`config.mk`:
```
export PLATFORM = sky130hd
export DESIGN_NAME = decode_rr_sched_flat
export DESIGN_NICKNAME = d
export VERILOG_FILES = /design/src/rtl/decode_rr_sched_pkg.sv /design/src/rtl/decode_rr_sched_if.sv /design/src/rtl/decode_rr_sched_pick.sv /design/src/rtl/decode_rr_sched.sv /design/src/flat_wrapper.sv
export SDC_FILE = /design/constraint.sdc
export NUM_CORES = 1
export LEC_CHECK = 0
export ABC_AREA = 1
export ABC_CLOCK_PERIOD_IN_PS = 3060
export BUFFER_PORTS_ARGS = -buffer_cell sky130_fd_sc_hd__buf_4
export CORE_AREA = 5 5 68 64
export CTS_BUF_LIST = sky130_fd_sc_hd__clkbuf_4
export DETAILED_ROUTE_END_ITERATION = 10
export DIE_AREA = 0 0 73 69
export SLEW_MARGIN = 10
export SYNTH_ARGS = -nofsm -noshare
export SYNTH_HDL_FRONTEND = slang
export SYNTH_HIERARCHICAL = 1
export SYNTH_SLANG_ARGS = --single-unit
export TNS_END_PERCENT = 10
```
`constraint.sdc`:
```
create_clock -name clk -period 3.06 [get_ports clk]
set_clock_uncertainty 0.2 [all_clocks]
set_input_delay 0.153 -clock clk [delete_from_list [all_inputs] [get_ports clk]]
set_output_delay 0.153 -clock clk [all_outputs]
set_load 0.01 [all_outputs]
```
`src/rtl/decode_rr_sched_pkg.sv`:
```
// Shared types, constants and the cond-to-code decode table for the
// round-robin decode scheduler.
package decode_rr_pkg;

    typedef enum logic [1:0] {
        IDLE   = 2'd0,
        LOOKUP = 2'd1,
        RESP   = 2'd2
    } state_t;

    localparam logic [3:0] COND_MASK = 4'b1110;

    // Fixed 8-entry table; cond bit 0 is masked off before lookup.
    function automatic logic [2:0] decode_t(input logic [3:0] cond);
        logic [2:0] t;
        case (cond & COND_MASK)
            4'h0:    t = 3'd7;
            4'h2:    t = 3'd6;
            4'h4:    t = 3'd5;
            4'h6:    t = 3'd4;
            4'h8:    t = 3'd3;
            4'hA:    t = 3'd2;
            4'hC:    t = 3'd1;
            4'hE:    t = 3'd0;
            default: t = 3'd0;
        endcase
        return t;
    endfunction

endpackage

```
`src/rtl/decode_rr_sched_if.sv`:
```
// Requester-side bus of the decode scheduler: request levels, packed
// cond values, and the registered ack/result/status returned to agents.
interface decode_rr_sched_if #(
    parameter int NREQ = 4
);
    localparam int IW = $clog2(NREQ);

    logic [NREQ-1:0]   req;
    logic [4*NREQ-1:0] cond_flat;
    logic [NREQ-1:0]   ack;
    logic [2:0]        result;
    logic              result_valid;
    logic [IW-1:0]     grant_idx;
    logic              busy;

    modport master (
        output req, cond_flat,
        input  ack, result, result_valid, grant_idx, busy
    );

    modport slave (
        input  req, cond_flat,
        output ack, result, result_valid, grant_idx, busy
    );

endinterface

```
`src/rtl/decode_rr_sched_pick.sv`:
```
// Rotating priority picker: finds the first set request bit scanning
// ptr, ptr+1, ... modulo NREQ. Purely combinational.
module decode_rr_pick #(
    parameter int NREQ = 4,
    parameter int IW   = $clog2(NREQ)
) (
    input  logic [NREQ-1:0] i_req,
    input  logic [IW-1:0]   i_ptr,
    output logic            o_any,
    output logic [IW-1:0]   o_idx
);

    // Scan from the farthest offset down so the nearest-to-ptr hit wins.
    always_comb begin
        int p;
        o_any = 1'b0;
        o_idx = '0;
        for (int k = NREQ - 1; k >= 0; k--) begin
            p = int'(i_ptr) + k;
            if (p >= NREQ) p = p - NREQ;
            if (i_req[p]) begin
                o_any = 1'b1;
                o_idx = IW'(p);
            end
        end
    end

endmodule

```
`src/rtl/decode_rr_sched.sv`:
```
// Round-robin scheduler sharing one registered decode unit among NREQ
// requesters; one lookup at a time through IDLE -> LOOKUP -> RESP.
module decode_rr_sched
    import decode_rr_pkg::*;
#(
    parameter int NREQ = 4
) (
    input  logic             clk,
    input  logic             rst,
    decode_rr_sched_if.slave bus
);
    localparam int IW = $clog2(NREQ);

    state_t            r_state;
    state_t            w_next;
    logic [IW-1:0]     r_ptr;
    logic [IW-1:0]     r_grant;
    logic [3:0]        r_cond;
    logic [NREQ-1:0]   r_ack;
    logic [2:0]        r_result;
    logic              r_valid;
    logic              w_any;
    logic [IW-1:0]     w_idx;
    logic [3:0]        w_cond;

    decode_rr_pick #(.NREQ(NREQ), .IW(IW)) u_pick (
        .i_req (bus.req),
        .i_ptr (r_ptr),
        .o_any (w_any),
        .o_idx (w_idx)
    );

    // Select the cond nibble of the requester the picker chose.
    always_comb begin
        w_cond = 4'h0;
        for (int i = 0; i < NREQ; i++) begin
            if (w_idx == IW'(i)) w_cond = bus.cond_flat[4*i +: 4];
        end
    end

    // Next-state logic; RESP always returns to IDLE so a held req re-arbitrates.
    always_comb begin
        w_next = r_state;
        case (r_state)
            IDLE:    if (w_any) w_next = LOOKUP;
            LOOKUP:  w_next = RESP;
            RESP:    w_next = IDLE;
            default: w_next = IDLE;
        endcase
    end

    // State, grant latches and registered outputs; reset aborts any lookup.
    always_ff @(posedge clk) begin
        if (rst) begin
            r_state  <= IDLE;
            r_ptr    <= '0;
            r_grant  <= '0;
            r_cond   <= 4'h0;
            r_ack    <= '0;
            r_result <= 3'd0;
            r_valid  <= 1'b0;
        end else begin
            r_state <= w_next;
            case (r_state)
                IDLE: begin
                    if (w_any) begin
                        r_grant <= w_idx;
                        r_cond  <= w_cond;
                    end
                end
                LOOKUP: begin
                    r_result <= ~decode_t(r_cond);
                    r_ack    <= NREQ'(1) << r_grant;
                    r_valid  <= 1'b1;
                end
                RESP: begin
                    r_ack   <= '0;
                    r_valid <= 1'b0;
                    r_ptr   <= (r_grant == IW'(NREQ - 1)) ? '0 : r_grant + 1'b1;
                end
                default: ;
            endcase
        end
    end

    assign bus.ack          = r_ack;
    assign bus.result       = r_result;
    assign bus.result_valid = r_valid;
    assign bus.grant_idx    = r_grant;
    assign bus.busy         = (r_state != IDLE);

endmodule

```
`src/flat_wrapper.sv`:
```
// flat-port wrapper written by rule: the top's interface ports become plain ports
module decode_rr_sched_flat import decode_rr_pkg::*;
#(
    parameter int NREQ = 4
)
  (clk, rst, bus_req, bus_cond_flat, bus_ack, bus_result, bus_result_valid, bus_grant_idx, bus_busy);
  decode_rr_sched_if #(.NREQ(NREQ)) bus_i ();
  input  logic clk;
  input  logic rst;
  input wire logic [$bits(bus_i.req)-1:0] bus_req;
  input wire logic [$bits(bus_i.cond_flat)-1:0] bus_cond_flat;
  output wire logic [$bits(bus_i.ack)-1:0] bus_ack;
  output wire logic [$bits(bus_i.result)-1:0] bus_result;
  output wire logic [$bits(bus_i.result_valid)-1:0] bus_result_valid;
  output wire logic [$bits(bus_i.grant_idx)-1:0] bus_grant_idx;
  output wire logic [$bits(bus_i.busy)-1:0] bus_busy;
  assign bus_i.req = bus_req;
  assign bus_i.cond_flat = bus_cond_flat;
  assign bus_ack = bus_i.ack;
  assign bus_result = bus_i.result;
  assign bus_result_valid = bus_i.result_valid;
  assign bus_grant_idx = bus_i.grant_idx;
  assign bus_busy = bus_i.busy;
  decode_rr_sched #(.NREQ(NREQ)) u_core (.clk(clk), .rst(rst), .bus(bus_i));
endmodule
```
# After elaboration in Yosys (flattened, before gate mapping)
# Memories as Yosys holds them, arrays and structs flattened. A register that Yosys moved wholly into a read port is not among the register bits.
# Index checks and enable logic that the tools add are counted.
# totals
reg_bits,18
rom_bits,48
input_bits,22
memories,1
# op_classes
add_sub_neg,8
magnitude_cmp,8
n_eq_ne,7
n_shift,1
muxes,37
bitwise_logic,1
n_reduce_logical,5
# memory_table
name,depth,word_bits,rd,rd_clocked_by_memory_dff,wr,line,rtl
(name not given),16,3,1,1,0,decode_rr_sched_pkg.sv:16,case (cond & COND_MASK)
# op_table
cell,count
$lt 32x4->1 const B,4
$mux 32,4
$ge 32x4->1 const B,1
$sub 32x4->32 const B,1
$mux 4,6
$mux 1,12
$mux 2,6
$bmux 1 s2,4
$eq 2x2->1 const B,4
$pmux 4 s2,1
$sub 3x3->4 const B,2
$add 2x2->3 const B,2
$ge 3x3->1 const B,2
$mux 3,2
$eq 2x1->1 const B,2
$logic_not 2->1,2
$pmux 2 s2,1
$reduce_bool 2->1,2
$shl 1x2->4 const A,1
$sub 2x3->4 const B,1
$add 2x1->3 const B,1
$ge 2x3->1 const B,1
$not 3->3,1
$add 2x1->2 const B,1
3 further kinds,3

# Depth between registers and ports, before layout
# logic_depth
word_depth,17
depth_mapped,16
depth_no_buf,15

# Cells and area by module
# The synthesis kept the hierarchy.
# by_module_without_submodules
module,n_inst,cells_each,area_each_um2
decode_rr_sched,1,124,985.9
decode_rr_pick,1,46,212.7

# Worst setup path after synthesis
# Ideal clock, no wire load.
# synth_timing
kind,flip-flop to flip-flop
startpoint,reg u_core.r_ptr[0]
endpoint,reg u_core.r_cond[3]
setup_ns,0.120
arrival_time_ns,1.442
t_required_ns,2.740
path_slack_ns,1.298
stages_incl_launch_ff,17
synth_period_minus_slack_ns,1.762
cell_sequence,dfxtp_1 > buf_6 > nand2_2 > and2_4 > nand2_2 > nand2_2 > clkinv_2 > nand2_1 > nand2_1 > nand2_1 > buf_6 > nor2_4 > nand2_1 > nand2_1 > nor2_2 > nor2_1 > nor2_1
# synth_via
elab_chain_len,15
elab_cells_between_ends,44
classes_between,7 x add/sub; 4 x order compare; 3 x eq/ne; 28 x mux; 2 x reduce/logical
# synth_rtl
element,line,rtl
"start, declared",decode_rr_sched.sv:16,logic [IW-1:0] r_ptr;
"start signal, assigned",decode_rr_sched.sv:79,r_ptr <= (r_grant == IW'(NREQ - 1)) ? '0 : r_grant + 1'b1;
$add 2x2->3,decode_rr_sched_pick.sv:19,p = int'(i_ptr) + k;
$sub 32x4->32 or $ge 32x4->1 (tied branches),decode_rr_sched_pick.sv:20,if (p >= NREQ) p = p - NREQ;
$mux 32,decode_rr_sched_pick.sv:20,
$bmux 1 s2,decode_rr_sched_pick.sv:21,if (i_req[p]) begin
$mux 1 (implied by the code) (2 in a row),decode_rr_sched_pick.sv:21,
$mux 2 (3 in a row),decode_rr_sched_pick.sv:21,
$mux 2 *,decode_rr_sched_pick.sv:21,
via u_core.w_idx[0],decode_rr_sched.sv:23,logic [IW-1:0] w_idx;
$logic_not 2->1,decode_rr_sched.sv:37,if (w_idx == IW'(i)) w_cond = bus.cond_flat[4*i +: 4];
$mux 4 (3 in a row),decode_rr_sched.sv:37,
$mux 4 *,decode_rr_sched.sv:37,
"end signal, assigned",decode_rr_sched.sv:68,r_cond <= w_cond;
"end, declared",decode_rr_sched.sv:18,logic [3:0] r_cond;
# The timed path passes the listed nets; every way through them passes the cells marked *. The select of a mux whose other input is x is not followed.
# A chain may end at the register's enable or synchronous reset.

# Worst setup path after layout
# Same ends and word-level chain as after synthesis.

==> flow_summary.toml <==
[job]
cap_viol_max_count = 0

[min_path]
hold_depth = 6
hp-class = "primary input to flop"
hp-start = "bus_cond_flat[2]"

[final_layout]
area_growth_pct = 23.49
fillers = 400
nNetsFinal = 231
register_area_um2 = 400.4
fin_cells = 245
diodes = 0
drive_gt1_share_pct = 24.12
multi_input_area_um2 = 633.1

[routing]
firstDrtPassIters = 4
via_per_inst = 4.302
drc = 0
drt-total-wl_um = 2280
antenna_left = 0
drt_iter0_drc = 31
routedWlPerCell_um = 9.306
vias = 1054

[global_route]
grt_pass1_wl_um = 4022
antenna_found_initial = 0
track_usage_pct = 9.742
grt_max_degree = 13
grt_pass1_vias = 983
overflow = 0

[timing]
grt_setup_unrepaired = "false"
worst_pin_slew_ns = 0.4166
fmax_mhz = 428.4
max_slew_margin_pct = 72.19
report.final.hold_viol_count = 0
post-route-period-util_pct = 76.27
setup_viol = 0
setup_tns_ns = 0
slew_violations = 0
finalCriticalPeriod_ns = 2.334

[power]
p_leak_nw = 0.7553
power_density_mw_per_mm2 = 581.6
irDropWorstVdd_uv = 222.7

[yosys]
synthFlopType = "dfxtp_1"
ys_types = 22
netlist_instances = 170
synth_warnings = 6
synth_area_per_cell_um2 = 7.051
netlist.top_cell.by_area = "dfxtp_1"
yosysMostFrequentCell = "nand2_1"
synth_nets = 201
syn_area_mm2 = 0.001199
async_flop_share_pct = 0
yosysSeqAreaShare_pct = 33.40
synth-seq-cells = 20
synth_edf_count = 0
netlist_top_cells_count = "nand2_1 (36), inv_1 (23), dfxtp_1 (20)"
synth.area.top_cells = "dfxtp_1 (33%), nand2_1 (11%), ha_1 (9.4%)"
synth_top_cell_area_share_pct = 33.40

[worst_setup_path]
cp_data_required_time_ns = 3.11
crit_fanout = 12
crit_type = "flop to flop"
cp_cell_sequence = "inv_1 > nand2_1 > nand3_1 > nand2_1 > nand3_1 > nand2_1 > nand2_1 > nand2_1 > inv_2 > nand3b_1 > nand2_1 > nor2_2 > nor2_1 > nor2_1"
r2r_slack_ns = 0.73
cp_common_cell = "nand2_1"
slowest_delay_ns = 0.59
crit_start = "u_core/r_ptr[0]"
critPathLaunchType = "flop"
cpMaxStageDelayCell = "dfxtp_1"
reg2reg_depth = 14
critPathCaptureType = "flop"
timing.rr.end = "u_core/r_cond[3]"
r2r-start = "u_core/r_ptr[0]"
cp.arrival_ns = 2.38

[cts]
clk_latency_ns = 0.30
cts.sinks = 20
htreeDepth = 1
cts-resized-gates = 0
clockRootBuffer = "clkbuf_4"
cts_tree = "built"
cts_buffers = 3
cts_setup_buffers = 0
path_clk_slew_ns = 0.12
hold_buffers = 1
clockBufferDepth = 2

[floorplanning]
coreArea_mm2 = 0.003573
dieArea_mm2 = 0.005037
ios = 33
rows = 21
die_h_um = 69
start_util_pct = 33.54
die_x_um = 73

[placed_design]
port_buffers = 28
gp_congestion = 0.7717
dp_hpwl_um = 1834
placed_cells = 240

[status]
status = "completed"
[cell usage in the layout (no fill, tap or decap), drive strengths merged]
master / count
nor3: 1
o21ai: 13
nand3b: 3
nand3: 16
o21bai: 3
dfxtp: 20
a21boi: 1
dlygate4sd3: 1
clkinv: 1
nor2: 16
nand2: 40
ha: 9
bufinv: 1
buf: 29
clkbuf: 3
inv: 27
a21oi: 14
and2: 1
[layer usage]
metal  up-vias  part of all wire (%)  track usage (%)
met5         -                     0                0
met4         0                  0.44            1.844
met3         2                   6.9            3.634
met2        26                    42            15.59
met1       433                    50            12.42
li1        593                     -                -
[area by class of cell]
class	count	area share [%]
well taps	46	3.888
repair buffers	30	15.38
clock buffers	3	1.522
inverters	28	7.354
multi-input cells	117	42.77
clock inverters	1	2.029
flip-flops and latches	20	27.05
[how the worst max path moves through the flow]
stage | depth (start not counted) | end | slack, ns
floorplan | 16 | u_core/r_cond[3] | 1.30
finish | 14 | u_core/r_cond[3] | 0.73
detailed placement | 15 | u_core/r_cond[3] | 0.74
global placement | 14 | flop | 0.76
global route | 14 | u_core/r_cond[3] | 0.40
CTS | 15 | u_core/r_cond[3] | 0.72
[report_power, final]
group          total [W]  switching, W  internal, W  leakage [nW]
Clock           0.000212     0.0000796     0.000132        0.0279
Combinational   0.000315      0.000183     0.000132         0.562
Sequential      0.000334     0.0000274     0.000306         0.165
Total           0.000861      0.000290     0.000570         0.755
[stage by stage]
stage                     setup WS [ns]  cell area, µm²  hold slack [ns]  power (W)  utilization, %
final                            0.7260            1480          0.06130  0.0008608           41.42
after global routing             0.4045            1480          0.07868  0.0009375           41.42
after CTS                        0.7200            1480          0.05857  0.0008744           41.42
after detailed placement         0.7435            1418           0.1792  0.0006579           39.67
after global placement           0.7623            1418           0.1785  0.0006539           39.67
after floorplan                   1.298            1199          0.02207  0.0005798               -
[cell families after synthesis]
logic type	Yosys count	synth area share [%]
flip-flops	20	33.40
adder cells (fa/ha/maj)	9	9.395
AO/OA/AOI/OAI	31	14.09
AND/OR/NAND/NOR	77	29.33
buffers and inverters	33	13.78
[critical path, delay by kind of cell (launching register included)]
family                 cells  cell delay (ns)
buffers and inverters      2             0.24
AND/OR/NAND/NOR           12             1.24
flip-flops                 1             0.59
No activity file was read; power rests on OpenSTA's default activity.
